==> src/rtl/axi_read_pkg.sv <==
// Shared encodings, FSM states and request legality helpers for the AXI read path.
package axi_read_pkg;

    localparam logic [1:0] BURST_FIXED = 2'd0;
    localparam logic [1:0] BURST_INCR  = 2'd1;
    localparam logic [1:0] BURST_WRAP  = 2'd2;
    localparam logic [1:0] BURST_RSVD  = 2'd3;

    localparam logic [1:0] RESP_OKAY   = 2'b00;
    localparam logic [1:0] RESP_SLVERR = 2'b10;

    typedef enum logic [1:0] {
        IDLE,
        READ,
        DATA,
        ERR
    } state_t;

    // Wrapping bursts must span 2, 4, 8 or 16 beats.
    function automatic logic wrap_len_legal(input logic [3:0] len);
        return (len == 4'd1) || (len == 4'd3) || (len == 4'd7) || (len == 4'd15);
    endfunction

endpackage

==> src/rtl/axi_burst_addr_gen.sv <==
// Combinational next-beat address for FIXED/INCR/WRAP bursts; shared by read and write paths.
module axi_burst_addr_gen
    import axi_read_pkg::*;
#(
    parameter int unsigned AW = 32
) (
    input  logic [AW-1:0] cur_addr,
    input  logic [1:0]    size,
    input  logic [3:0]    len,
    input  logic [1:0]    burst,
    output logic [AW-1:0] next_addr
);

    logic [AW-1:0] bytes;
    logic [AW-1:0] aligned;
    logic [AW-1:0] incr;
    logic [AW-1:0] total;
    logic [AW-1:0] base;

    always_comb begin
        bytes   = AW'(1) << size;
        aligned = cur_addr & ~(bytes - AW'(1));
        incr    = aligned + bytes;
        total   = bytes * (AW'(len) + AW'(1));
        base    = cur_addr & ~(total - AW'(1));
        case (burst)
            BURST_INCR: next_addr = incr;
            BURST_WRAP: next_addr = base + (incr & (total - AW'(1)));
            default:    next_addr = cur_addr;
        endcase
    end

endmodule

==> src/rtl/axi_read_burst_ctrl.sv <==
// AXI read-slave burst sequencer: one AR at a time, one memory read per beat, R with backpressure.
module axi_read_burst_ctrl
    import axi_read_pkg::*;
#(
    parameter int unsigned BUSWIDTH = 32,
    parameter int unsigned IDW      = 2,
    parameter int unsigned MEM_AW   = 7
) (
    input  logic                ACLK,
    input  logic                ARESETn,
    input  logic [IDW-1:0]      ARID,
    input  logic [BUSWIDTH-1:0] ARADDR,
    input  logic [3:0]          ARLEN,
    input  logic [1:0]          ARSIZE,
    input  logic [1:0]          ARBURST,
    input  logic                ARVALID,
    output logic                ARREADY,
    output logic [IDW-1:0]      RID,
    output logic [BUSWIDTH-1:0] RDATA,
    output logic [1:0]          RRESP,
    output logic                RLAST,
    output logic                RVALID,
    input  logic                RREADY,
    output logic [MEM_AW-1:0]   mem_addr,
    output logic                mem_rd,
    input  logic [BUSWIDTH-1:0] mem_rdata
);

    localparam int unsigned NBYTES = BUSWIDTH / 8;

    state_t                state_q, state_d;
    logic [IDW-1:0]        id_q, id_d;
    logic [BUSWIDTH-1:0]   addr_q, addr_d;
    logic [3:0]            len_q, len_d;
    logic [3:0]            beat_q, beat_d;
    logic [1:0]            size_q, size_d;
    logic [1:0]            burst_q, burst_d;

    logic                  arready_q, arready_d;
    logic                  rvalid_q, rvalid_d;
    logic                  rlast_q, rlast_d;
    logic [IDW-1:0]        rid_q, rid_d;
    logic [BUSWIDTH-1:0]   rdata_q, rdata_d;
    logic [1:0]            rresp_q, rresp_d;
    logic [MEM_AW-1:0]     mem_addr_q, mem_addr_d;
    logic                  mem_rd_q, mem_rd_d;

    logic [BUSWIDTH-1:0]   next_addr;
    logic [BUSWIDTH-1:0]   rdata_masked;
    logic                  ar_hs;
    logic                  ar_illegal;
    logic                  last_beat;

    axi_burst_addr_gen #(.AW(BUSWIDTH)) u_addr_gen (
        .cur_addr  (addr_q),
        .size      (size_q),
        .len       (len_q),
        .burst     (burst_q),
        .next_addr (next_addr)
    );

    always_ff @(posedge ACLK or negedge ARESETn) begin
        if (!ARESETn) begin
            state_q    <= IDLE;
            id_q       <= '0;
            addr_q     <= '0;
            len_q      <= '0;
            beat_q     <= '0;
            size_q     <= '0;
            burst_q    <= '0;
            arready_q  <= 1'b0;
            rvalid_q   <= 1'b0;
            rlast_q    <= 1'b0;
            rid_q      <= '0;
            rdata_q    <= '0;
            rresp_q    <= '0;
            mem_addr_q <= '0;
            mem_rd_q   <= 1'b0;
        end else begin
            state_q    <= state_d;
            id_q       <= id_d;
            addr_q     <= addr_d;
            len_q      <= len_d;
            beat_q     <= beat_d;
            size_q     <= size_d;
            burst_q    <= burst_d;
            arready_q  <= arready_d;
            rvalid_q   <= rvalid_d;
            rlast_q    <= rlast_d;
            rid_q      <= rid_d;
            rdata_q    <= rdata_d;
            rresp_q    <= rresp_d;
            mem_addr_q <= mem_addr_d;
            mem_rd_q   <= mem_rd_d;
        end
    end

    // Next-state and next-output logic; every register holds unless a transition changes it.
    always_comb begin
        state_d    = state_q;
        id_d       = id_q;
        addr_d     = addr_q;
        len_d      = len_q;
        beat_d     = beat_q;
        size_d     = size_q;
        burst_d    = burst_q;
        arready_d  = arready_q;
        rvalid_d   = rvalid_q;
        rlast_d    = rlast_q;
        rid_d      = rid_q;
        rdata_d    = rdata_q;
        rresp_d    = rresp_q;
        mem_addr_d = mem_addr_q;
        mem_rd_d   = 1'b0;

        ar_hs      = ARVALID && arready_q;
        ar_illegal = (ARBURST == BURST_RSVD)
                  || ((32'd1 << ARSIZE) > NBYTES)
                  || ((ARBURST == BURST_WRAP) && !wrap_len_legal(ARLEN));
        last_beat  = (beat_q == len_q);

        // Lanes beyond the beat size read as zero.
        rdata_masked = '0;
        for (int unsigned i = 0; i < NBYTES; i++) begin
            if (i < (32'd1 << size_q)) rdata_masked[i*8 +: 8] = mem_rdata[i*8 +: 8];
        end

        case (state_q)
            IDLE: begin
                arready_d = 1'b1;
                if (ar_hs) begin
                    arready_d = 1'b0;
                    id_d      = ARID;
                    addr_d    = ARADDR;
                    len_d     = ARLEN;
                    size_d    = ARSIZE;
                    burst_d   = ARBURST;
                    beat_d    = 4'd0;
                    rid_d     = ARID;
                    if (ar_illegal) begin
                        state_d  = ERR;
                        rvalid_d = 1'b1;
                        rdata_d  = '0;
                        rresp_d  = RESP_SLVERR;
                        rlast_d  = (ARLEN == 4'd0);
                    end else begin
                        state_d    = READ;
                        mem_rd_d   = 1'b1;
                        mem_addr_d = ARADDR[MEM_AW-1:0];
                    end
                end
            end
            READ: begin
                state_d  = DATA;
                rvalid_d = 1'b1;
                rdata_d  = rdata_masked;
                rresp_d  = RESP_OKAY;
                rid_d    = id_q;
                rlast_d  = last_beat;
            end
            DATA: begin
                if (RREADY) begin
                    rvalid_d = 1'b0;
                    rlast_d  = 1'b0;
                    if (last_beat) begin
                        state_d   = IDLE;
                        arready_d = 1'b1;
                    end else begin
                        state_d    = READ;
                        beat_d     = beat_q + 4'd1;
                        addr_d     = next_addr;
                        mem_rd_d   = 1'b1;
                        mem_addr_d = next_addr[MEM_AW-1:0];
                    end
                end
            end
            ERR: begin
                if (RREADY) begin
                    if (last_beat) begin
                        state_d   = IDLE;
                        arready_d = 1'b1;
                        rvalid_d  = 1'b0;
                        rlast_d   = 1'b0;
                    end else begin
                        beat_d  = beat_q + 4'd1;
                        rlast_d = ((beat_q + 4'd1) == len_q);
                    end
                end
            end
            default: state_d = IDLE;
        endcase
    end

    assign ARREADY  = arready_q;
    assign RVALID   = rvalid_q;
    assign RLAST    = rlast_q;
    assign RID      = rid_q;
    assign RDATA    = rdata_q;
    assign RRESP    = rresp_q;
    assign mem_addr = mem_addr_q;
    assign mem_rd   = mem_rd_q;

endmodule

==> config.mk <==
export PLATFORM = sky130hd
export DESIGN_NAME = axi_read_burst_ctrl
export DESIGN_NICKNAME = d
export VERILOG_FILES = /design/src/rtl/axi_read_pkg.sv /design/src/rtl/axi_burst_addr_gen.sv /design/src/rtl/axi_read_burst_ctrl.sv
export SDC_FILE = /design/constraint.sdc
export NUM_CORES = 1
export LEC_CHECK = 0
export BUFFER_PORTS_ARGS = -buffer_cell sky130_fd_sc_hd__buf_2
export CAP_MARGIN = 20
export CORE_ASPECT_RATIO = 0.5
export CORE_UTILIZATION = 31
export CTS_BUF_LIST = sky130_fd_sc_hd__clkbuf_8
export DETAILED_ROUTE_END_ITERATION = 12
export PLACE_DENSITY_LB_ADDON = 0.1
export SYNTH_ARGS = -nofsm -noshare
export SYNTH_HDL_FRONTEND = slang
export SYNTH_SLANG_ARGS = --single-unit
==> constraint.sdc <==
create_clock -name ACLK -period 4.15 [get_ports ACLK]
set_input_delay 0.83 -clock ACLK [delete_from_list [all_inputs] [get_ports ACLK]]
set_output_delay 0.83 -clock ACLK [all_outputs]
set_load 0.05 [all_outputs]
After elaboration in Yosys (flattened, before gate mapping)
Index checks and enable logic that the tools add are counted.
- flip-flop bits (word level): 95
- input bits: 78
- output and inout port bits: 47
- logic and storage cells: 137
- add/subtract/negate cells: 6
- $mul: 1
- $lt $le $gt $ge: 5
- equality and inequality tests: 24
- shift operators: 2
- mux-type cells: 53
- bitwise operators: 5
- reduce and logical (&&, ||, !) cells: 25
- operators with widths (operator ; count):
    one-hot mux 32 bit (2 select lines) ; 3
    two-way mux 32 bit ; 5
    AND 32 bit ; 3
    adder 32 bit ; 2
    less-than comparator 1 x 32 -> 1 bit (first input constant) ; 2
    less-than comparator 2 x 32 -> 1 bit (first input constant) ; 2
    NOT 32 bit ; 2
    << shifter 1 x 2 -> 32 bit (first input constant) ; 2
    subtractor 32 x 1 -> 32 bit (second input constant) ; 2
    greater-than comparator 32 x 3 -> 1 bit (second input constant) ; 1
    multiplier 32 x 32 -> 32 bit ; 1
    two-way mux 8 bit ; 4
    two-way mux 7 bit ; 4
    two-way mux 1 bit ; 17
    two-way mux 2 bit ; 8
    != test 2 bit (second input constant) ; 8
    AND reduction 4 bit ; 4
    AND reduction 5 bit ; 3
    one-hot mux 7 bit (2 select lines) ; 1
    two-way mux 4 bit ; 3
    equality test 2 bit (second input constant) ; 5
    equality test 4 bit ; 2
    one-hot mux 1 bit (4 select lines) ; 2
    one-hot mux 2 bit (2 select lines) ; 2
    other kinds (21) ; 33

Logic depth before layout (Yosys ltp)
- depth in word-level cells: 11
- mapped depth: 19

Cells and area by module
Synthesis repeated with hierarchy kept, for this count alone.
- cells, all modules: 1044
- area total of the unflattened synthesis: 8624.5 um^2
- modules (own cells, without submodules) (module ; instances ; cells an instance ; area each (um^2) ; seq. area each (um^2)):
    axi_burst_addr_gen ; 1 ; 660 ; 4531.8 ; 0.0
    axi_read_burst_ctrl ; 1 ; 384 ; 4092.7 ; 2352.3

Least setup slack after synthesis
No wires, ideal clock.
- path type: register to register
- start: reg size_q[0]
- end: reg addr_q[5]
- library setup time: 94 ps
- arrival time: 4350 ps
- path slack: -294 ps
- cell stages (with the launch flop): 19
- buffers on the path: 3
- cell sequence: dfrtp_1 buf_4 clkbuf_1 clkbuf_1 nor3b_1 fa_1 ha_1 inv_1 fa_1 inv_1 fa_1 xnor2_1 and2_1 ha_1 and3_1 a31oi_1 xnor2_1 a21oi_2 a211oi_1
- cells in the longest elaborated chain, start to end: 11
- elaborated cells on any way between the ends: 15
- those cells by class: add/sub (4); mul (1); shift (1); mux (4); bitwise (5)
- ends and longest elaborated chain (element ; RTL line ; RTL):
    start: declaration ; axi_read_burst_ctrl.sv:36 ; logic [1:0] size_q, size_d;
    start signal: assignment ; axi_read_burst_ctrl.sv:85 ; size_q <= size_d;
    << shifter 1 x 2 -> 32 bit (*) ; axi_burst_addr_gen.sv:21 ; bytes = AW'(1) << size;
    parallel branches: the longest is 6 deep, another holds multiplier 32 x 32 -> 32 bit ; - ;
    one-hot mux 32 bit (2 select lines) (*) ; axi_burst_addr_gen.sv:26 ; case (burst)
    two-way mux 32 bit (*) ; axi_read_burst_ctrl.sv:165 ; if (last_beat) begin
    two-way mux 32 bit (*) ; axi_read_burst_ctrl.sv:162 ; if (RREADY) begin
    one-hot mux 32 bit (2 select lines) (*) ; axi_read_burst_ctrl.sv:128 ; case (state_q)
    end signal: assignment ; axi_read_burst_ctrl.sv:82 ; addr_q <= addr_d;
    end: declaration ; axi_read_burst_ctrl.sv:33 ; logic [BUSWIDTH-1:0] addr_q, addr_d;
Every way passes the cells marked *. The select of a mux whose other input is x is not followed.
A chain may end at the register's enable or synchronous reset.

Worst setup path in the final report
- start: reg len_q[0]
- end: reg mem_addr_q[6] (netlist: mem_addr[6])
- cells in the longest elaborated chain, start to end: 10
- elaborated cells on any way between the ends: 14
- those cells by class: add/sub (3); mul (1); eq/ne (2); mux (4); bitwise (3); reduce/logical (1)
- ends and longest elaborated chain (element ; RTL line ; RTL):
    start: declaration ; axi_read_burst_ctrl.sv:34 ; logic [3:0] len_q, len_d;
    start signal: assignment ; axi_read_burst_ctrl.sv:83 ; len_q <= len_d;
    adder 4 x 1 -> 5 bit ; axi_burst_addr_gen.sv:24 ; total = bytes * (AW'(len) + AW'(1));
    multiplier 32 x 32 -> 32 bit ; axi_burst_addr_gen.sv:24 ;
    subtractor 32 x 1 -> 32 bit ; axi_burst_addr_gen.sv:25, axi_burst_addr_gen.sv:28 ;
    NOT 32 bit ; axi_burst_addr_gen.sv:25 ; base = cur_addr & ~(total - AW'(1));
    AND 32 bit ; axi_burst_addr_gen.sv:25 ;
    adder 32 bit ; axi_burst_addr_gen.sv:28 ; BURST_WRAP: next_addr = base + (incr & (total - AW'(1)));
    one-hot mux 32 bit (2 select lines) ; axi_burst_addr_gen.sv:26 ;
    two-way mux 7 bit ; axi_read_burst_ctrl.sv:165 ;
    two-way mux 7 bit ; axi_read_burst_ctrl.sv:162 ;
    one-hot mux 7 bit (2 select lines) ; axi_read_burst_ctrl.sv:128 ;
    end signal: assignment ; axi_read_burst_ctrl.sv:93 ; mem_addr_q <= mem_addr_d;
    end: declaration ; axi_read_burst_ctrl.sv:45 ; logic [MEM_AW-1:0] mem_addr_q, mem_addr_d;
Several ways; a longest one is shown, not always the timed one. The select of a mux whose other input is x is not followed.

==> parameters.txt <==
Parameter                              Value

Outcome
  Status ... finished, final reports clean

Hold path
  Type of the most critical hold path ... reg2reg
  Worst hold path cell count ... 2
  Hold Path Origin ... id_q[1]
  Hold Crit Endpoint ... id_q[1]

Placed design
  DPL Wire Length ... 7700 um
  Post-detailed-placement cell area ... 0.00501 mm^2
  Final estimated routing congestion in global placement ... 0.797
  # port buffers ... just under 100

Timing
  Highest clock frequency the design can meet ... 241 MHz
  Final count of pins violating max slew ... 0
  Final min period ... 4140 ps
  Tightest slew margin relative to the limit ... 0.407
  Final clock skew ... 16.3 ps
  Worst Tran Pin Value ... ~890 ps
  RSZ-0062 raised after global routing ... true
  Setup-violating endpoint count in the final report ... 0
  Period Utilization, post-route ... 0.998
  Final hold violation count ... 0

Die
  Cell Rows ... 29
  Core area ... 0.0130 mm^2
  Top-Level Pins ... 125
  Die Y ... ~85 um
  Initial Utilization ... 0.325
  Die boundary width ... between 150 and 200 um
  DIE AREA ... around 0.014 mm^2

Synth
  Register bit count reported by yosys ... between 60 and 70
  Syn_nets ... approximately 540
  Post-Syn Area ... 0.00423 mm^2
  Number of enable flip-flop cells after synthesis ... 0
  Gate count of the mapped netlist ... 439
  Total of warnings raised by yosys ... 0
  Mean cell area of the mapped netlist ... 9.62 um^2
  Part of the Yosys area used for sequential elements ... 0.409
  Count of different cell masters after synthesis ... 61
  Main synth FF type ... sky130_fd_sc_hd__dfrtp_1
  FFs w/ async S/R, synth ... 1.00

Critical path
  Critical Path, Cell by Cell ... buf_6 > or3_4 > fa_1 > inv_1 > fa_1 > inv_1 > ha_4 > fa_2 > a21o_1 > a21oi_2 > xnor2_2 > mux2i_2 > xnor2_1 > mux2i_1 > a31oi_1
  Slowest-stage cell, CP ... sky130_fd_sc_hd__fa_1
  Crit Path Category ... reg2reg
  Largest fanout of any net on the critical path ... 5
  Worst setup SP type ... flip-flop
  Depth of the critical timing path with buffers and inverters included ... 15
  Critical Path AT ... 4360 ps
  Critical path required time ... 4360 ps
  Largest stage delay, worst path ... between 500 and 600 ps
  Buf/Inv on CP ... 3
  Crit-path leading delay family ... adder cells
  Critical register-to-register path endpoint ... mem_addr[6]
  Reg2reg path depth ... 15
  Reg2reg setup slack ... 6 ps
  Type of element capturing the critical path ... flip-flop
  Startpoint of the worst register-to-register path ... len_q[0]

Clocking
  Buffer depth of the longest clock path ... 2
  Clock Root Buffer ... sky130_fd_sc_hd__clkbuf_8
  H-tree level count ... 3
  Clock latency reported for the late side of the worst-skew pair ... 360 ps
  Clock sink total ... 69
  TritonCTS clock tree ... built
  Clock Pin Slew Worst Setup and Hold Paths ... 80 ps
  Number of CTS-inserted buffers ... 9

Global route
  Wire length of the first global-routing pass ... approximately 18000 um
  Vias in the first global route ... 3543
  Overflow left after global routing ... 0
  Pin count of the biggest net entering global routing ... 70
  Total routing resource utilization after global routing ... 0.167
  Initial antenna violation count ... 0

Detailed routing
  Mean routed wirelength per cell ... 14.8 um
  Vias per inst ... 4.92
  Number of violations reported at the end of detailed-routing iteration 0 ... 154
  DR DRC count ... 0
  Pre-antenna DRT Iters ... 4
  Antenna viol nets, final ... 0
  Total wirelength of the detailed-routed design ... 10800 um
  Total via count after detailed routing ... 3577

Layout
  Net count, final ... 657
  Synth-to-Final Area Change ... 29.7%
  Final std cell area, no fill ... 0.00548 mm^2
  Share of post-route cells with drive strength above 1 ... 0.341
  Fillers ... 1314
  Total inserted antenna cells ... 0

Job
  Max-cap viol count ... 0
registers in the layout, indices dropped and copies added (netlist names), 2 cells and up:
register,count
size_q,2
mem_addr,7
addr_q,7
burst_q,2
state_q,2
len_q,4
beat_q,4
RDATA,32
id_q,2
RID,2
worst max path at each step:
| stage | startpoint | slack [ps] | end |
|---|---|---|---|
| after floorplan | size_q[0] | 10 | addr_q[5] |
| after global placement | len_q[1] | -280 | mem_addr[6] |
| after detailed placement | len_q[1] | -260 | mem_addr[6] |
| after CTS | len_q[1] | -7 | mem_addr[6] |
| after global routing | len_q[1] | -190 | addr_q[6] |
| final | len_q[0] | 6 | mem_addr[6] |
layout by cell type, fill, tap and decap left out, drive strengths merged, types with 7 or more instances in the layout:
| master | n |
|---|---|
| ha | 18 |
| o21ai | 18 |
| a22o | 33 |
| buf | 132 |
| inv | 33 |
| and2 | 8 |
| nand2 | 40 |
| nor2 | 32 |
| mux2i | 7 |
| a21oi | 24 |
| clkbuf | 9 |
| xor2 | 7 |
| dfrtp | 69 |
| nand3 | 7 |
| fa | 9 |
| xnor2 | 18 |
worst reg2reg max path, cell delays in order, from the launching register on:
cell,delay [ps]
sky130_fd_sc_hd__dfrtp_1,420
sky130_fd_sc_hd__buf_6,150
sky130_fd_sc_hd__or3_4,380
sky130_fd_sc_hd__fa_1,540
sky130_fd_sc_hd__inv_1,50
sky130_fd_sc_hd__fa_1,470
sky130_fd_sc_hd__inv_1,60
sky130_fd_sc_hd__ha_4,160
sky130_fd_sc_hd__fa_2,420
sky130_fd_sc_hd__a21o_1,190
sky130_fd_sc_hd__a21oi_2,200
sky130_fd_sc_hd__xnor2_2,160
sky130_fd_sc_hd__mux2i_2,270
sky130_fd_sc_hd__xnor2_1,160
sky130_fd_sc_hd__mux2i_1,290
sky130_fd_sc_hd__a31oi_1,120
layout make-up:
cell class / instances / area (um^2) / share of cell area
clock inverter: 7 / 97.6 / 0.0178
timing repair buffer: 132 / 759 / 0.139
tap: 170 / 213 / 0.0388
clock buffer: 9 / 124 / 0.0226
multi-input combinational: 310 / 2440 / 0.446
sequential: 69 / 1730 / 0.316
inverter: 30 / 113 / 0.0205
through the flow:
stage,util,setup slack [ps],hold WS (ps),instances,setup TNS [ps]
6_report,0.422,6.40,488,727,0
5_1_grt,0.422,-194,511,727,-794
4_1_cts,0.416,-7.22,488,726,-7.22
3_5_place_dp,0.386,-258,467,703,-976
3_3_place_gp,0.386,-276,459,703,-1000
2_1_floorplan,-,11.5,445,439,0
cells by family (layout without fill, tap and decap cells):
kind of cell | after synthesis | count (layout) | share of synthesized area
and+or+nand+nor | 128 | 128 | 0.153
AOI/OAI and AO/OA | 118 | 118 | 0.203
DFF | 69 | 69 | 0.409
buffers and inverters | 60 | 178 | 0.0604
adders and majority gates | 27 | 27 | 0.0959
xor gates and xnor gates | 25 | 25 | 0.0518
muxes | 11 | 11 | 0.0272
other | 1 | 1 | 0.000888
timing repair:
| action | in CTS | in global routing |
|---|---|---|
| resized for setup | 22 | 13 |
| gates cloned | 0 | 0 |
| setup buffers | 7 | 0 |
| hold buffers | 0 | 0 |
| pin swaps | 17 | 17 |
| endpoints found under the setup margin | 8 | 8 |
| hold endpoints to repair | 0 | 0 |
cell usage after synthesis (all sizes together) (5+ instances only):
cell type | count | area (um^2)
a21oi | 24 | 128
nand3 | 7 | 35.0
o21ai | 18 | 90.1
buf | 14 | 82.6
nand2 | 40 | 150
ha | 18 | 225
xor2 | 7 | 61.3
nand4 | 5 | 31.3
and2 | 8 | 51.3
nor2b | 6 | 37.5
nor2 | 32 | 120
a31oi | 6 | 37.5
dfrtp | 69 | 1730
a22o | 33 | 289
nor3 | 5 | 25.0
xnor2 | 18 | 158
inv | 30 | 113
clkbuf | 16 | 60.1
fa | 9 | 180
mux2i | 7 | 70.1
nand2b | 5 | 31.3
layer usage:
metal | part of all wire | track usage
met5 | 0 | 0
met4 | 0.0092 | 0.0421
met1 | 0.51 | 0.234
met2 | 0.44 | 0.256
met3 | 0.041 | 0.0424
Power is not shown: default switching activity piles up to over one toggle a cycle in this logic, so the estimate is an artifact.
